==> config.mk <==
export PLATFORM = sky130hd
export DESIGN_NAME = oc8051_cxrom_word_fetcher
export DESIGN_NICKNAME = d
export VERILOG_FILES = /design/src/rtl/oc8051_cxrom_word_fetcher.sv
export SDC_FILE = /design/constraint.sdc
export NUM_CORES = 1
export LEC_CHECK = 0
export CAP_MARGIN = 25
export CORE_MARGIN = 2
export CORE_UTILIZATION = 43
export DETAILED_ROUTE_END_ITERATION = 8
export HOLD_SLACK_MARGIN = 0.03
export PLACE_DENSITY = 0.69
export SLEW_MARGIN = 10
export SYNTH_ARGS = -nofsm -noshare
export SYNTH_HDL_FRONTEND = slang
export SYNTH_SLANG_ARGS = --single-unit
==> constraint.sdc <==
create_clock -name clk -period 4.5 [get_ports clk]
set_input_delay 0.45 -clock clk [delete_from_list [all_inputs] [get_ports clk]]
set_output_delay 0.45 -clock clk [all_outputs]
set_load 0.03 [all_outputs]
==> src/rtl/oc8051_cxrom_word_fetcher.sv <==
`timescale 1ns/1ps
// oc8051_cxrom_word_fetcher
//
// Fetches one 32-bit code word for the symbolic code-ROM capture block by
// reading four consecutive bytes from the byte-wide program ROM over a
// rom_rd/rom_ack handshake. The bytes are assembled little-endian and the
// finished word is presented for a single cycle, tagged with its base address.
//
// Ports:
//   clk, rst     clock (rising edge) and asynchronous active-high reset
//   req          fetch request, sampled only while idle
//   req_addr     byte address of word byte 0
//   busy         high whenever a fetch is in progress (ISSUE or DONE)
//   word_valid   one-cycle pulse; word_out/word_addr carry the new word
//   word_out     assembled word {byte3, byte2, byte1, byte0}
//   word_addr    base address of word_out
//   rom_rd       byte read request to the program ROM
//   rom_addr     byte address of the current ROM read (0 when not reading)
//   rom_data     ROM read data, valid with rom_ack
//   rom_ack      ROM completion, honoured only while rom_rd is high
//   timeout_err  one-cycle pulse when a fetch is aborted on a stuck byte
//
// TIMEOUT is the number of consecutive unacknowledged cycles on one byte
// after which the fetch is abandoned; 0 disables the abort.
module oc8051_cxrom_word_fetcher #(
  parameter int TIMEOUT = 255
) (
  input  logic        clk,
  input  logic        rst,
  input  logic        req,
  input  logic [15:0] req_addr,
  output logic        busy,
  output logic        word_valid,
  output logic [31:0] word_out,
  output logic [15:0] word_addr,
  output logic        rom_rd,
  output logic [15:0] rom_addr,
  input  logic [7:0]  rom_data,
  input  logic        rom_ack,
  output logic        timeout_err
);

  // The wait counter only has to reach TIMEOUT-1: the abort fires in the
  // cycle that would otherwise be the TIMEOUT-th unacknowledged one.
  localparam int WAIT_W = (TIMEOUT < 2) ? 1 : $clog2(TIMEOUT);
  localparam logic [WAIT_W-1:0] WAIT_LAST = (TIMEOUT > 0) ? WAIT_W'(TIMEOUT - 1) : '0;

  typedef enum logic [1:0] {
    IDLE  = 2'd0,
    ISSUE = 2'd1,
    DONE  = 2'd2
  } state_t;

  state_t state, state_nxt;

  logic [15:0]       base;
  logic [1:0]        idx;
  logic [WAIT_W-1:0] wait_cnt;
  logic [23:0]       asm_lo;     // bytes 0..2; byte 3 goes straight into word_out

  logic start;
  logic capture;
  logic finish;
  logic abort;
  logic wait_hit;

  always_ff @(posedge clk or posedge rst) begin
    if (rst) begin
      state <= IDLE;
    end else begin
      state <= state_nxt;
    end
  end

  always_comb begin
    state_nxt  = state;
    busy       = 1'b0;
    rom_rd     = 1'b0;
    word_valid = 1'b0;
    start      = 1'b0;
    capture    = 1'b0;
    finish     = 1'b0;
    abort      = 1'b0;
    wait_hit   = (TIMEOUT != 0) && (wait_cnt == WAIT_LAST);

    case (state)
      IDLE: begin
        if (req) begin
          start     = 1'b1;
          state_nxt = ISSUE;
        end
      end
      ISSUE: begin
        busy   = 1'b1;
        rom_rd = 1'b1;
        // An ack in the final allowed cycle still completes the byte.
        if (rom_ack) begin
          capture = 1'b1;
          if (idx == 2'd3) begin
            finish    = 1'b1;
            state_nxt = DONE;
          end
        end else if (wait_hit) begin
          abort     = 1'b1;
          state_nxt = IDLE;
        end
      end
      DONE: begin
        busy       = 1'b1;
        word_valid = 1'b1;
        state_nxt  = IDLE;
      end
      default: begin
        state_nxt = IDLE;
      end
    endcase

    // 16-bit add wraps naturally across the top of the code space.
    rom_addr = rom_rd ? (base + {14'd0, idx}) : 16'd0;
  end

  always_ff @(posedge clk or posedge rst) begin
    if (rst) begin
      base        <= 16'd0;
      idx         <= 2'd0;
      wait_cnt    <= '0;
      asm_lo      <= 24'd0;
      word_out    <= 32'd0;
      word_addr   <= 16'd0;
      timeout_err <= 1'b0;
    end else begin
      timeout_err <= abort;

      if (start) begin
        base     <= req_addr;
        idx      <= 2'd0;
        wait_cnt <= '0;
      end

      if (capture) begin
        wait_cnt <= '0;
        case (idx)
          2'd0:    asm_lo[7:0]   <= rom_data;
          2'd1:    asm_lo[15:8]  <= rom_data;
          2'd2:    asm_lo[23:16] <= rom_data;
          default: asm_lo        <= asm_lo;
        endcase
        if (!finish) begin
          idx <= idx + 2'd1;
        end
      end else if (rom_rd) begin
        wait_cnt <= wait_cnt + WAIT_W'(1);
      end

      // The word is published on entry to DONE so it is visible with word_valid.
      if (finish) begin
        word_out  <= {rom_data, asm_lo};
        word_addr <= base;
        idx       <= 2'd0;
      end

      // A partial word is simply dropped; word_out is left untouched.
      if (abort) begin
        idx      <= 2'd0;
        wait_cnt <= '0;
      end
    end
  end

endmodule

[Yosys cells after proc, flatten, opt, wreduce, memory -nomap -nowiden]
Cells that the tools add are included.
Word-level totals
  input bits: 28
  register bits: 101
  output and inout bits: 68
Cells by class
  eq/ne operators: 9
  muxes and demuxes: 27
  reductions and logical operators: 9
  add/sub/neg operators: 3
Operator list (number)
  two-way mux 8 bit: 4
  adder 16 x 2 -> 16 bit: 1
  two-way mux 16 bit: 1
  two-way mux 2 bit: 8
  two-way mux 1 bit: 13
  adder 8 x 1 -> 8 bit (second input constant): 1
  == test 8 bit (second input constant): 1
  nonzero test 4 bit: 2
  == test 2 bit (second input constant): 3
  != test 3 bit (second input constant): 2
  AND reduction 2 bit: 3
  == test 2 x 1 -> 1 bit (second input constant): 2
  logical NOT 2 bit: 2
  one-hot mux 2 bit (2 select lines): 1
  AND reduction 3 bit: 1
  adder 2 x 1 -> 2 bit (second input constant): 1
  != test 2 bit (second input constant): 1
  OR reduction 2 bit: 1

[Depth between registers and ports, before layout]
Gate-level depths: netlist of the first run.
  word-level depth: 6
  gate-level depth with buffers: 7
  mapped depth without buffers: 6

[Least setup slack after synthesis of the first run]
Ideal clock, no wire load.
  path type: register to output
  start: register idx[1]
  end: output rom_addr[13]
  buffers on the path: 0
  stages on the path, launching flop included: 6
  path slack: 1975 ps
  data arrival time: 2075 ps
  cell sequence: dfrtp_1 ha_1 a21o_1 nand4_4 or3_1 a21boi_0
On the way
  longest elaborated chain between the ends: 2
Ends and longest elaborated chain
  start: declaration: RTL line 57  | logic [1:0] idx;
  start signal: assignment: RTL line 149  | idx <= idx + 2'd1;
  adder 16 x 2 -> 16 bit: RTL line 119  | rom_addr = rom_rd ? (base + {14'd0, idx}) : 16'd0;
  two-way mux 16 bit: RTL line 119
  end: declaration: RTL line 37  | output logic [15:0] rom_addr,
Every way passes these cells.

[Final worst setup path of the first run]
  start: register idx[0]
  end: output rom_addr[10]
Same word-level chain as after synthesis.

==> results of run 1 <==
==> metrics by stage <==
step,total power [mW],area [µm²],instances,hold slack (ps),utilization
detailed placement,3.59,5560,548,489,0.546
finish,4.15,5770,564,509,0.566
floorplan,2.82,4460,325,472,-
CTS,4.20,5770,564,513,0.566
global placement,3.55,5560,548,481,0.546
global route,4.41,5770,564,523,0.566
==> registers in the layout, summed over array words and instances, names as in the netlist <==
name,cells
word_out,32
asm_lo,24
base,16
word_addr,16
wait_cnt,8
idx,2
state,2
timeout_err,1
==> cell families after synthesis <==
group                    Yosys count  share of synthesized area
AO/OA/AOI/OAI                     26                     0.0432
XOR/XNOR                          15                     0.0294
adder cells (fa/ha/maj)           13                     0.0381
buffers and inverters             18                     0.0182
flip-flops                       101                      0.566
multiplexers                      89                      0.225
AND/OR/NAND/NOR                   63                     0.0796
==> metal layers <==
layer  global-route usage  wire length [µm]
met5                    0                 0
met4               0.0508               112
met3               0.0435               442
met2                0.249              3870
met1                0.241              4270
==> worst paths after layout <==
| path | slack [ps] | end | depth (start not counted) |
|---|---|---|---|
| max reg2reg | 2030 | asm_lo[0] | 4 |
| min | 510 | word_out[21] | 1 |
| min reg2reg | 510 | word_out[21] | 1 |
| max | 1300 | rom_addr[10] | 7 |
| min in group asynchronous | 620 | word_out[27] | 2 |
| max in group asynchronous | 2950 | asm_lo[0] | 3 |
==> Yosys cell counts <==
library cell,n
nand4_4,1
or3_1,2
ha_1,12
nand2b_1,2
xnor2_1,13
nand3_1,11
xor2_1,2
fa_1,1
nor2_1,3
clkbuf_1,2
nand2_1,14
o311a_1,1
a32o_1,1
dfrtp_1,101
nor3_1,3
and4_1,2
and3_1,2
nand4_1,5
buf_2,8
a21o_1,1
a22o_1,1
and2_1,16
o311ai_4,1
a31oi_1,4
mux2_4,1
a31o_2,1
a41oi_1,1
buf_4,1
a21oi_1,2
nand2_2,1
o21ai_0,10
a21boi_1,1
mux2_2,88
o211ai_2,1
nor3b_1,1
a21boi_0,1
inv_1,7
==> report_power, final <==
group	internal, mW	total (mW)	switching, mW
Sequential	1.28	1.55	0.274
Combinational	0.960	2.00	1.04
Clock	0.266	0.591	0.326
Total	2.51	4.15	1.64
==> final cells by class <==
| cell class | count | area (µm²) | share of cell area |
|---|---|---|---|
| Clock buffer | 9 | 124 | 0.0215 |
| Clock inverter | 7 | 83.8 | 0.0145 |
| Inverter | 7 | 28.8 | 0.00499 |
| Multi-Input combinational cell | 206 | 1860 | 0.323 |
| Sequential cell | 101 | 2530 | 0.438 |
| Tap cell | 136 | 170 | 0.0295 |
| Timing Repair Buffer | 98 | 973 | 0.169 |
==> worst max-delay path: stages, from the launching register on <==
cell and delay, ps:
dfrtp_1 450, ha_1 240, fa_1 450, and2_1 210, nand4_1 120, xnor2_1 120
and2_1 140, clkdlybuf4s50_1 670
==> impl_metrics.csv, run 1 <==
group,metric,value,unit
pwr,vdd_drop_max,479,µV
clock_tree,quantity_of_gates_resized_following_cts,0,
grt,number_of_global_route_vias_before_repair,2937,
yosys,yosys_top_cell_by_area,"dfrtp_1",
floorplan,io_pins,96,
yosys,syn-instance-count,325,
grt,maximum_number_of_pins_on_one_net_before_global_route_repair,73,
timing,final_hold_viols,0,
timing,setup-tns-final,0,ps
worst_setup_path,criticalPathCategory,"register to output port",
placed_design,globalplace.congestion,0.802,
yosys,netlist-cell-type-count,37,
timing,rsz0062_at_grt,"false",
yosys,synth.yosys.seq_area_share,0.566,
yosys,synthesis.nets,366,
route,wirelength,8690,µm
floorplan,fp.coreArea,10200,µm²
route,postRouteAntennaNets,0,
worst_setup_path,critical_path.endpoint_type,"output port",
worst_setup_path,r2r-start,"state[1]",
yosys,synth_warnings,0,
route,detail_route.vias_per_cell,5.10,
placed_design,post-place-ws,1670,ps
final_layout,mostFrequentLayoutCell,"dfrtp_1",
clock_tree,clock_latency,360,ps
final_layout,design.final.nets,464,
timing,worst-slew-pin-transition,904,ps
placed_design,detailed_place_hpwl,6080,µm
final_layout,fillers,851,
floorplan,start_util,0.438,
min_path,timing.hold.worst.class,"register to register",
yosys,post_synthesis_average_cell_area,13.7,µm²
timing,max_clock_freq,0.312,GHz
final_layout,antenna-diode-count,0,
floorplan,placementRows,37,
clock_tree,clock_sink_total,101,
yosys,ys_ff_latch,101,
yosys,yosys.area.top_type_share,0.566,
route,drtPass1Iterations,4,
grt,initial_antenna_violation_count,0,
outcome,outcome,"finished clean",
timing,finalMaxSlewViolations,0,
final_layout,mostFrequentLayoutCells,"dfrtp_1 (101), clkdlybuf4s50_1 (95), mux2_2 (88)",
route,route.detailed.drc,0,
min_path,holdCritStartpoint,"word_out[21]",
clock_tree,root_buffer_cell,"clkbuf_8",
route,initialDrtViolationCount,108,
route,via_count,2876,
final_layout,syn2layout_area_growth,29.2,%
grt,grt_overflow_total,0,
placed_design,place.port_buffers,95,
flow_run,timing.max_cap.violations,0,
timing,worst_slack,1300,ps
worst_setup_path,worst_setup_path_startpoint,"idx[0]",
clock_tree,clkSlewWorstSetupHoldPaths,100,ps
worst_setup_path,worst_ep_required_time,4050,ps
timing,finClkSkew,9.05,ps
worst_setup_path,critPathArrivalTime,2750,ps
yosys,netlist_area_before_placement,4460,µm²
timing,finalSetupViolations,0,
yosys,yosys-top-cells-area,"dfrtp_1 (57%), mux2_2 (22%), ha_1 (3.4%)",
timing,post-route-min-period,3200,ps
route,wire_per_inst,15.4,µm
clock_tree,max-clock-path-buffers,2,
worst_setup_path,start_kind,"register",
clock_tree,post_cts_buffers,0,
floorplan,chipHeight,106,µm
clock_tree,cts_tree,"done",
timing,post-route-period-util,0.711,
pwr,power.density_cell_area,719,nW/µm²
worst_setup_path,cp_max_fo,6,
clock_tree,cts_hold_buffers,0,
pwr,cellLeakagePower,2.52,nW
final_layout,layout-drive-gt1-share,0.269,
clock_tree,htreeDepth,3,
grt,grtUsageTotal,0.167,
floorplan,fp.dieW,106,µm
clock_tree,clock_buffer_count_from_cts,9,
timing,slew_headroom,0.397,
floorplan,fp.dieArea,11200,µm²
grt,global_route_wire_length_before_repair,14800,µm
Power figures use the tool's default switching activity.
==> run 2, diff against run 1 <==
- clock period: 4.5 -> 3.3 ns (I/O delays scaled with it)
==> impl_metrics.csv, run 2 (synthesis gave the netlist of run 1 again) <==
group,metric,value,unit
clock_tree,clock_sink_total,101,
floorplan,placementRows,37,
final_layout,mostFrequentLayoutCell,"dfrtp_1",
timing,hold_ws,430,ps
worst_setup_path,criticalPathCategory,"register to output port",
clock_tree,max-clock-path-buffers,2,
placed_design,globalplace.congestion,0.801,
placed_design,place.port_buffers,95,
final_layout,layout_top_registers,"word_out: 32 flops, asm_lo: 24 flops",
final_layout,layout.core_utilization,0.566,
route,via_count,2871,
worst_setup_path,start_kind,"register",
clock_tree,cts_hold_buffers,0,
worst_setup_path,critical_path.endpoint_type,"output port",
route,detail_route.vias_per_cell,5.09,
grt,number_of_global_route_vias_before_repair,2995,
worst_setup_path,worst_ep_required_time,2970,ps
clock_tree,clock_latency,360,ps
route,postRouteAntennaNets,0,
grt,global_route_wire_length_before_repair,14900,µm
floorplan,fp.coreArea,10200,µm²
floorplan,chipHeight,106,µm
clock_tree,clock_buffer_count_from_cts,9,
final_layout,design.final.nets,464,
outcome,outcome,"finished clean",
min_path,timing.hold.worst.class,"input port to asynchronous set/reset pin",
final_layout,final_design_area_no_fill,5760,µm²
clock_tree,htreeDepth,3,
clock_tree,cts_tree,"done",
floorplan,fp.dieArea,11200,µm²
timing,post-route-period-util,0.936,
route,wirelength,8830,µm
worst_setup_path,cp_max_fo,6,
timing,rsz0062_at_grt,"false",
final_layout,antenna-diode-count,0,
pwr,cellLeakagePower,2.54,nW
final_layout,sequential_cell_area,2530,µm²
clock_tree,root_buffer_cell,"clkbuf_8",
timing,finalMaxSlewViolations,0,
floorplan,io_pins,96,
final_layout,final_cells,564,
placed_design,detailed_place_hpwl,6100,µm
pwr,power.density_cell_area,972,nW/µm²
placed_design,post-place-ws,579,ps
final_layout,multi_input_comb_area,1860,µm²
pwr,post-layout-total-power,5.60,mW
timing,final_hold_viols,0,
final_layout,mostFrequentLayoutCells,"dfrtp_1 (101), clkdlybuf4s50_1 (94), mux2_2 (88)",
timing,finClkSkew,13.4,ps
flow_run,timing.max_cap.violations,0,
placed_design,placedInstanceArea,5570,µm²
worst_setup_path,critPathArrivalTime,2760,ps
timing,slew_headroom,0.387,
timing,max_clock_freq,0.324,GHz
timing,worst_slack,212,ps
timing,worst-slew-pin-transition,920,ps
route,route.detailed.drc,0,
timing,setup-tns-final,0,ps
timing,finalSetupViolations,0,
placed_design,cell_total_after_placement,548,
timing,post-route-min-period,3090,ps
grt,grtUsageTotal,0.166,
route,initialDrtViolationCount,103,
grt,grt_overflow_total,0,
route,wire_per_inst,15.7,µm
final_layout,fillers,830,
clock_tree,clkSlewWorstSetupHoldPaths,110,ps
final_layout,layout-drive-gt1-share,0.269,
final_layout,largest_register_ff_count,32,
route,drtPass1Iterations,4,
floorplan,fp.dieW,106,µm
pwr,vdd_drop_max,660,µV
final_layout,regMostFlops,"word_out",
final_layout,syn2layout_area_growth,29.1,%
floorplan,start_util,0.438,
grt,initial_antenna_violation_count,0,
grt,maximum_number_of_pins_on_one_net_before_global_route_repair,59,
## run 2: cell count changes in the layout (fill, tap and decap cells not counted)
cell             before  now
inv_6                 0    4
clkinvlp_4            3    1
buf_12                0    1
buf_4                 3    2
bufinv_16             1    0
clkdlybuf4s50_1      95   94
dlymetal6s2s_1        0    1
inv_8                 2    1
## run 2: report_power, final
group | switching, mW | internal (mW)
combinational | 1.43 | 1.31
sequential | 0.368 | 1.75
clock | 0.462 | 0.292
## run 2: final timing paths
| path | cells past startpoint | slack [ps] | start | to |
|---|---|---|---|---|
| worst max-delay path | 7 | 210 | idx[0] | rom_addr[8] |
| worst min-delay path | 2 | 430 | rst | word_out[27] |
| worst max register to register | 4 | 800 | state[1] | asm_lo[11] |
| worst min register to register | 1 | 500 | asm_lo[5] | word_out[5] |
| max in group asynchronous | 3 | 2180 | rst | word_addr[5] |
| min in group clk | 1 | 500 | asm_lo[5] | word_out[5] |
## run 2: critical path: stages, from the launching register on
cell             delay (ps)
dfrtp_1                 460
ha_1                    240
fa_1                    450
and2_1                  220
nand3_1                 110
xnor2_1                 120
and2_1                  140
clkdlybuf4s50_1         670
## run 2: timing repair
| action | 4_1_cts | 5_1_grt |
|---|---|---|
| endpoints found under the hold margin | 0 | 0 |
| gates resized for setup | 0 | 1 |
| buffers inserted | 0 | 0 |
| setup endpoints to repair | 0 | 1 |
## run 2: layout make-up
| cell class | count | share of cell area |
|---|---|---|
| Clock buffer | 9 | 0.0215 |
| Clock inverter | 7 | 0.0109 |
| Inverter | 7 | 0.00499 |
| Multi-Input combinational cell | 206 | 0.323 |
| Sequential cell | 101 | 0.439 |
| Tap cell | 136 | 0.0295 |
| Timing Repair Buffer | 98 | 0.172 |
## run 2: per-layer routing
layer  wire, µm  vias up  GRT usage  share of wire
met1       4230     1424      0.235           0.48
met4        131        0     0.0545          0.015
li1           -     1349          -              -
met3        512       11     0.0484          0.058
met5          0        -          0              0
met2       3950       87      0.247           0.45
